`src/rtl/fetch_pkg.sv`:
```
// Shared types and helpers for the fetch front end.
package fetch_pkg;
  localparam int ILEN = 32;

  typedef enum logic [2:0] {
    REQ,
    WAIT,
    SPLIT_REQ,
    SPLIT_WAIT,
    HOLD
  } fetch_state_t;

  // RVC encodings use every low-half pattern except 2'b11.
  function automatic logic is_rvc(input logic [1:0] half);
    return half != 2'b11;
  endfunction
endpackage

```
`src/rtl/fetch_timeout_ctr.sv`:
```
// Down-counter that flags a memory response overdue after LIMIT enabled cycles.
module fetch_timeout_ctr #(
  parameter int unsigned LIMIT = 0
) (
  input  logic clk,
  input  logic reset_n,
  input  logic clear,
  input  logic enable,
  output logic expired
);
  localparam logic [15:0] LOAD = (LIMIT > 0) ? 16'(LIMIT - 1) : 16'd0;

  logic [15:0] cnt_q;

  always_ff @(posedge clk or negedge reset_n) begin
    if (!reset_n) cnt_q <= LOAD;
    else if (clear) cnt_q <= LOAD;
    else if (enable && cnt_q != 16'd0) cnt_q <= cnt_q - 16'd1;
  end

  // Terminal count reached on the LIMIT-th enabled cycle; saturates there.
  assign expired = (LIMIT != 0) && enable && (cnt_q == 16'd0);
endmodule

```
`src/rtl/fetch_stage_1.sv`:
```
// First fetch stage: PC ownership, imem handshake, RVC/split classification.
// state      | meaning
// REQ        | request word at pc (held off while a killed response is pending)
// WAIT       | waiting for the word at pc
// SPLIT_REQ  | request the word holding the upper half of a split instruction
// SPLIT_WAIT | waiting for that upper-half word
// HOLD       | beat presented; reuse buffered word or move on when not stalled
module fetch_stage_1
  import fetch_pkg::*;
#(
  parameter logic [31:0] RESET_PC    = 32'h0000_0000,
  parameter int unsigned MEM_TIMEOUT = 0
) (
  input  logic            clk,
  input  logic            reset_n,
  output logic            imem_req,
  output logic [31:0]     imem_addr,
  input  logic            imem_gnt,
  input  logic            imem_rvalid,
  input  logic [ILEN-1:0] imem_rdata,
  input  logic            stall_if,
  input  logic            redirect,
  input  logic [31:0]     redirect_pc,
  output logic [ILEN-1:0] fetch1_instruction,
  output logic [31:0]     fetch1_pc,
  output logic            fetch1_valid,
  output logic            is_compressed,
  output logic            is_second_half_needed,
  output logic            pc_word_aligned,
  output logic            fetch_err
);
  fetch_state_t    state_q, state_n;
  logic [31:0]     pc_q, pc_n;
  logic [ILEN-1:0] buf_q, buf_n;
  logic [29:0]     buf_word_q, buf_word_n;
  logic            buf_valid_q, buf_valid_n;
  logic            split_q, split_n;
  logic            kill_q, kill_n;
  logic            run_q;
  logic [ILEN-1:0] f1_instr_q, f1_instr_n;
  logic [31:0]     f1_pc_q, f1_pc_n;
  logic            f1_valid_q, f1_valid_n;
  logic            f1_comp_q, f1_comp_n;
  logic            f1_sec_q, f1_sec_n;
  logic            err_q;

  logic            in_wait, tmo_expired, present_cls, comp;
  logic [31:0]     word_base;
  logic [ILEN-1:0] src_word;
  logic [1:0]      half;

  assign in_wait   = (state_q == WAIT) || (state_q == SPLIT_WAIT);
  assign word_base = {pc_q[31:2], 2'b00};
  assign imem_addr = (state_q == SPLIT_REQ || state_q == SPLIT_WAIT) ? word_base + 32'd4 : word_base;
  assign imem_req  = run_q && !kill_q && (state_q == REQ || state_q == SPLIT_REQ);

  assign src_word  = (state_q == HOLD) ? buf_q : imem_rdata;
  assign half      = pc_q[1] ? src_word[17:16] : src_word[1:0];
  assign comp      = is_rvc(half);

  fetch_timeout_ctr #(.LIMIT(MEM_TIMEOUT)) u_tmo (
    .clk     (clk),
    .reset_n (reset_n),
    .clear   (!in_wait),
    .enable  (in_wait),
    .expired (tmo_expired)
  );

  always_comb begin
    state_n     = state_q;
    pc_n        = pc_q;
    buf_n       = buf_q;
    buf_word_n  = buf_word_q;
    buf_valid_n = buf_valid_q;
    split_n     = split_q;
    kill_n      = kill_q && !imem_rvalid;
    f1_instr_n  = f1_instr_q;
    f1_pc_n     = f1_pc_q;
    f1_valid_n  = f1_valid_q;
    f1_comp_n   = f1_comp_q;
    f1_sec_n    = f1_sec_q;
    present_cls = 1'b0;

    case (state_q)
      REQ:       if (imem_req && imem_gnt) state_n = WAIT;
      SPLIT_REQ: if (imem_req && imem_gnt) state_n = SPLIT_WAIT;
      WAIT: begin
        if (imem_rvalid) begin
          buf_n       = imem_rdata;
          buf_word_n  = pc_q[31:2];
          buf_valid_n = 1'b1;
          present_cls = 1'b1;
          state_n     = HOLD;
        end
      end
      SPLIT_WAIT: begin
        if (imem_rvalid) begin
          buf_n       = imem_rdata;
          buf_word_n  = pc_q[31:2] + 30'd1;
          buf_valid_n = 1'b1;
          f1_instr_n  = imem_rdata;
          f1_pc_n     = pc_q;
          f1_valid_n  = 1'b1;
          f1_comp_n   = 1'b0;
          f1_sec_n    = 1'b0;
          split_n     = 1'b0;
          pc_n        = pc_q + 32'd4;
          state_n     = HOLD;
        end
      end
      HOLD: begin
        if (!stall_if) begin
          if (split_q) begin
            f1_valid_n = 1'b0;
            state_n    = SPLIT_REQ;
          end else if (buf_valid_q && buf_word_q == pc_q[31:2]) begin
            present_cls = 1'b1;
          end else begin
            f1_valid_n = 1'b0;
            state_n    = REQ;
          end
        end
      end
      default: state_n = REQ;
    endcase

    if (present_cls) begin
      f1_instr_n = src_word;
      f1_pc_n    = pc_q;
      f1_valid_n = 1'b1;
      f1_comp_n  = comp;
      f1_sec_n   = 1'b0;
      if (comp) pc_n = pc_q + 32'd2;
      else if (!pc_q[1]) pc_n = pc_q + 32'd4;
      else begin
        f1_sec_n = 1'b1;
        split_n  = 1'b1;
      end
    end

    // Redirect wins; a response still in flight must be swallowed before refetching.
    if (redirect) begin
      pc_n        = redirect_pc & ~32'd1;
      f1_valid_n  = 1'b0;
      buf_valid_n = 1'b0;
      split_n     = 1'b0;
      state_n     = REQ;
      kill_n      = (kill_q && !imem_rvalid) || (in_wait && !imem_rvalid) ||
                    (imem_req && imem_gnt);
    end
  end

  always_ff @(posedge clk or negedge reset_n) begin
    if (!reset_n) begin
      state_q     <= REQ;
      pc_q        <= RESET_PC;
      buf_q       <= '0;
      buf_word_q  <= '0;
      buf_valid_q <= 1'b0;
      split_q     <= 1'b0;
      kill_q      <= 1'b0;
      run_q       <= 1'b0;
      f1_instr_q  <= '0;
      f1_pc_q     <= '0;
      f1_valid_q  <= 1'b0;
      f1_comp_q   <= 1'b0;
      f1_sec_q    <= 1'b0;
      err_q       <= 1'b0;
    end else begin
      state_q     <= state_n;
      pc_q        <= pc_n;
      buf_q       <= buf_n;
      buf_word_q  <= buf_word_n;
      buf_valid_q <= buf_valid_n;
      split_q     <= split_n;
      kill_q      <= kill_n;
      run_q       <= 1'b1;
      f1_instr_q  <= f1_instr_n;
      f1_pc_q     <= f1_pc_n;
      f1_valid_q  <= f1_valid_n;
      f1_comp_q   <= f1_comp_n;
      f1_sec_q    <= f1_sec_n;
      err_q       <= err_q | tmo_expired;
    end
  end

  assign fetch1_instruction    = f1_instr_q;
  assign fetch1_pc             = f1_pc_q;
  assign fetch1_valid          = f1_valid_q;
  assign is_compressed         = f1_comp_q;
  assign is_second_half_needed = f1_sec_q;
  assign pc_word_aligned       = f1_valid_q && !f1_pc_q[1];
  assign fetch_err             = err_q | tmo_expired;
endmodule
```
`config.mk`:
```
export PLATFORM = sky130hd
export DESIGN_NAME = fetch_stage_1
export DESIGN_NICKNAME = d
export VERILOG_FILES = /design/src/rtl/fetch_pkg.sv /design/src/rtl/fetch_timeout_ctr.sv /design/src/rtl/fetch_stage_1.sv
export SDC_FILE = /design/constraint.sdc
export NUM_CORES = 1
export LEC_CHECK = 0
export BUFFER_PORTS_ARGS = -buffer_cell sky130_fd_sc_hd__buf_2
export CAP_MARGIN = 20
export CORE_UTILIZATION = 51
export DETAILED_ROUTE_END_ITERATION = 8
export PLACE_DENSITY_LB_ADDON = 0.25
export SLEW_MARGIN = 10
export SYNTH_ARGS = -nofsm -noshare
export SYNTH_HDL_FRONTEND = slang
export SYNTH_SLANG_ARGS = --single-unit
```
`constraint.sdc`:
```
create_clock -name clk -period 7.6 [get_ports clk]
set_clock_uncertainty 0.05 [all_clocks]
set_input_delay 0.38 -clock clk [delete_from_list [all_inputs] [get_ports clk]]
set_output_delay 0.38 -clock clk [all_outputs]
set_load 0.03 [all_outputs]
```
* Yosys cells after proc, flatten, opt, wreduce, memory -nomap -nowiden
Index checks and enable logic that the tools add are counted.
Word-level totals: register bits after elaboration 168, output and inout port bits 102, word-level logic and storage cells 115
Operators by class: add/sub/neg operators 4, equal/unequal tests 16, multiplexer cells 53, reduce and logical (&&, ||, !) cells 29
Operators by type and width (count):
- $mux W32 | 14
- $add A32 B3 Y32 const B | 2
- $mux W30 | 2
- $pmux W30 S2 | 1
- $add A32 B2 Y32 const B | 1
- $add A30 B1 Y30 const B | 1
- $eq A30 B30 Y1 | 1
- $mux W1 | 25
- $mux W3 | 7
- $ne A4 B4 Y1 const B | 3
- $pmux W3 S4 | 1
- $reduce_bool A2 Y1 | 5
- $logic_and A1 B1 Y1 | 7
- $eq A3 B2 Y1 const B | 2
- $ne A2 B2 Y1 const B | 3
- $ne A3 B2 Y1 const B | 2
- $reduce_and A2 Y1 | 3
- $logic_or A1 B1 Y1 | 5
- $ne A5 B5 Y1 const B | 1
- $reduce_and A5 Y1 | 1
- $pmux W1 S2 | 2
- $reduce_and A4 Y1 | 1
- $reduce_bool A4 Y1 | 1
- $eq A3 B1 Y1 const B | 1
- 8 further kinds | 10

* Longest topological paths before layout
depth after elaboration 8, gate-level depth with buffers 11

* Cells and area by module
Synthesis repeated with hierarchy kept, for this count alone.
Unflattened totals: cell total of the unflattened synthesis 1030, area, all modules 9019.9 um^2
Modules (own cells, without submodules):
- fetch_stage_1 | times used 1, cells each 1028, area an instance 9008.6 um^2, seq. area each 4179.0 um^2
- fetch_timeout_ctr | times used 1, cells each 2, area an instance 11.3 um^2, seq. area each 0.0 um^2

* Worst setup path before layout
No wires, ideal clock.
path type register to output, from reg pc_q[2], to out imem_addr[30], arrival 2.557 ns, setup slack 4.613 ns, stages on the path, launching flop included 9, path buffers 0, path through dfrtp_1 -> ha_1 -> and4_1 -> nand4_1 -> nor4_1 -> nand4_1 -> or2_2 -> nor2_1 -> xor2_1
On the way: longest elaborated chain between the ends 2
RTL lines:
- start, declared | line fetch_stage_1.sv:33 | logic [31:0] pc_q, pc_n;
- start signal, assigned | line fetch_stage_1.sv:171 | pc_q <= pc_n;
- $add A32 B3 Y32 | line fetch_stage_1.sv:54 | assign imem_addr = (state_q == SPLIT_REQ || state_q == SPLIT_WAIT) ? word_base + 32'd4 : word_base;
- $mux W32 | line fetch_stage_1.sv:54
- end, declared | line fetch_stage_1.sv:17 | output logic [31:0] imem_addr,
Every way passes these cells.

* Final worst setup path
Ends and elaborated chain as after synthesis.

==> results_dict.tcl <==
set metrics [dict create \
    run_status "finished with violations" \
    violations "negative hold slack" \
    portBuffers 166 \
    cp_data_required_time_ns 7.17 \
    worstPathArrival_ns 4.00 \
    number_of_antenna_violations_at_the_first_check_in_global_routing 2 \
    timing.rr.start "state_q[1]$_DFFE_PN0P_" \
    crit_fanout 14 \
    peakVddDrop_uv 189 \
    synthesis.area_per_instance_sq_um 8.36 \
    post-route-period-util_pct 58.3 \
    worst_r2r_setup_slack_ns 3.25 \
    fmax_mhz 226 \
    cts_made_buffers 17 \
    setup_total_negative_slack_ns 0 \
    slew_headroom_pct 35.1 \
    synth-async-reset-ratio_pct 100 \
    crit_path_frequent_cell "nand4_1" \
    design.portCount 172 \
    finalHoldViolCount 9 \
    detail_route.first_pass.iterations 4 \
    critPathKind "reg -> out" \
    synth_area_sq_mm 0.00895 \
    slowest_stage "dfrtp_1" \
    globalRouteTotalUtil_pct 26.4 \
    cp_top_family "simple AND/OR/NAND/NOR gates" \
    hp-class "in -> async" \
    total_power_mw 3.66 \
    timing.critical_path.depth 9 \
    clk_root_buffer_cell "clkbuf_16" \
    timing.critical_path.from "pc_q[2]$_DFF_PN0_" \
    wl_per_cell_microns 16.3 \
    number_of_enable_flip_flop_cells_after_synthesis 0 \
    setup.worst_path.start_class "register" \
    areaGrowthSynthToFinish_pct 15.9 \
    num-fill-cells 1553 \
    max_cap_viol_count 0 \
    globalplace.congestion 0.859 \
    rsz0062_at_grt "no" \
    postCtsResizedCells 0 \
    number_of_clock_sinks 166 \
    drive_gt1_share_pct 18.3 \
    ant_nets 0 \
    overall_die_height_microns 134 \
    die_w_microns 134 \
    ys_types 60 \
    yosys_register_bits 166 \
    synth_area_leader_cell "dfrtp_1" \
    drt_first_iter_violations 580 \
    endpoint "imem_addr[30]" \
    path_buf_inv 1 \
    synth_seq_area_share_pct 46.4 \
    vias 7713 \
    initial_utilization_pct 51.9 \
    floorplan.die_area_sq_mm 0.0181 \
    dp_hpwl_microns 15300 \
    layout.cells.most_common_list "nand2_1 (322), dfrtp_1 (166), buf_2 (165)" \
    dpl_worst_slack_ns 3.27 \
    worst_hold_margin_ns -0.0231 \
    reg2regPathDepth 9 \
    placeableCoreArea_sq_mm 0.0172 \
    final-seq-area_sq_mm 0.00415 \
    grt_start_max_net_pins 104 \
    holdBufCountCts 0 \
    most_common_library_cell_in_the_layout_ignoring_fill_and_taps "nand2_1" \
    synth_area_leaders "dfrtp_1 (46%), nand2_1 (14%), xnor2_1 (6.6%)" \
    fin_nets 1249 \
    sum_of_overflow_across_all_layers_after_global_routing 0 \
    least_margin_pin_slew_ns 0.974 \
    timing.critical_path.cells "ha_1, and4_1, nand4_1, nor4_1, nand4_1, or2_2, nor2_1, xor2_1, buf_2" \
    synthCells 1070 \
    grt_pass1_wl_microns 37400 \
    worst_path_largest_cell_delay_ns 0.70 \
    clockBufferDepth 2 \
    drc 0 \
    synth_largest_type_area_fraction_pct 46.4 \
    setup_viol 0 \
    report.final.slew_viol_count 0 \
    multi_input_comb_area_sq_mm 0.00439 \
    std_cell_rows 48 \
    power.static_leakage_nw 4.93 \
    clkSlewWorstSetupHoldPaths_ns 0.06 \
    clock_tree.htree_level_count 4 \
    power_density_mw_per_mm2 352 \
    critPathCaptureType "output port" \
    tritoncts_clock_tree "built" \
    postLayoutSetupSlackWorst_ns 3.17 \
    ys_dominant_reg_cell "dfrtp_1" \
    post_layout_nonfiller_instances 1416 \
    final.min_clock_period_ns 4.43 \
    cts_post_setup_buffers_inserted 0 \
    placedCellCount 1383 \
    ys_warn_count 0 \
    vias_in_the_first_global_route 7279 \
    worst_r2r_endpoint "pc_q[8]$_DFF_PN0_" \
    finalWirelength_microns 23000 \
    avgViaCountPerCell 5.45 \
    clock_network_latency_to_the_later_pin_of_the_worst_skew_pair_ns 0.43 \
]
==> metrics by stage <==
| stage | instance area (sq um) | utilization, % | hold slack (ns) |
|---|---|---|---|
| after CTS | 10400 | 60.2 | 0.0601 |
| final | 10400 | 60.2 | -0.0231 |
| after global placement | 9770 | 56.7 | 0.394 |
| after detailed placement | 9770 | 56.7 | 0.400 |
| after global routing | 10400 | 60.2 | 0.0975 |
| after floorplan | 8960 | - | 0.0344 |
==> synthesized netlist by cell type (11+ instances only) <==
cell	n
nand4_1	11
a21oi_1	38
nor2_1	61
nor3_1	16
mux2i_1	18
nand3_1	27
clkbuf_1	51
xnor2_1	67
o21ai_0	82
nand2_1	323
buf_2	26
xor2_1	41
a21o_1	20
dfrtp_1	166
==> cells by family (layout without fill, tap and decap cells) <==
group | after synthesis | after routing | share of synthesized area [%]
other | 2 | 6 | 0.0839
buffers and inverters | 101 | 218 | 4.81
AO/OA/AOI/OAI | 181 | 181 | 12.0
flip-flops | 166 | 166 | 46.4
XOR/XNOR | 108 | 108 | 10.6
adder cells (fa/ha/maj) | 2 | 2 | 0.280
multiplexers | 20 | 20 | 2.39
AND/OR/NAND/NOR | 490 | 490 | 23.5
==> sequential cells by signal (all words and copies together) (netlist names) <==
register and cells:
buf_q 32, buf_valid_q 1, buf_word_q 30, fetch1_instruction 32, fetch1_pc 31, fetch1_valid 1, is_compressed 1, is_second_half_needed 1
kill_q 1, pc_q 31, run_q 1, split_q 1, state_q 3
==> per-layer routing <==
layer | routed length, microns | track usage (%) | part of all wire (%) | vias to the layer above
li1 | - | - | - | 3729
met1 | 10300 | 35.6 | 45 | 3669
met2 | 10600 | 40.6 | 46 | 272
met3 | 1550 | 6.64 | 6.7 | 43
met4 | 626 | 11.4 | 2.7 | 0
met5 | 0 | 0 | 0 | -
==> report_power, final <==
group          internal (mW)  switching [mW]
combinational          0.431           0.859
clock                  0.526           0.364
sequential              1.23           0.246
total                   2.19            1.47
==> how the worst min path moves through the flow <==
stage                                           end  depth (start not counted)                 startpoint  slack (ns)
after floorplan                buf_q[0]$_DFFE_PN0P_                          0                    reset_n        0.03
after global placement    fetch1_pc[13]$_DFFE_PN0P_                          2  fetch1_pc[13]$_DFFE_PN0P_        0.39
after detailed placement  fetch1_pc[26]$_DFFE_PN0P_                          2  fetch1_pc[26]$_DFFE_PN0P_        0.40
after CTS                        pc_q[12]$_DFF_PN0_                          1                    reset_n        0.06
after global routing      fetch1_pc[12]$_DFFE_PN0P_                          1                    reset_n         0.1
final                     fetch1_pc[12]$_DFFE_PN0P_                          1                    reset_n       -0.02
==> worst reg2reg max path: stages, from the launching register on <==
cell	delay, ns
dfrtp_1	0.60
inv_1	0.41
nand3b_1	0.25
or4_1	0.57
nor4_4	0.14
buf_4	0.57
or2_2	0.86
nand2_1	0.31
o41ai_1	0.41
a21o_1	0.12
==> final cells by class <==
type,instances,area share [%]
multi-input combinational,806,42.3
sequential,166,40.0
timing repair buffer,175,8.72
clock buffer,20,4.31
tap,225,2.71
clock inverter,12,1.47
inverter,11,0.398
antenna,1,0.0241
Power figures use the tool's default switching activity.
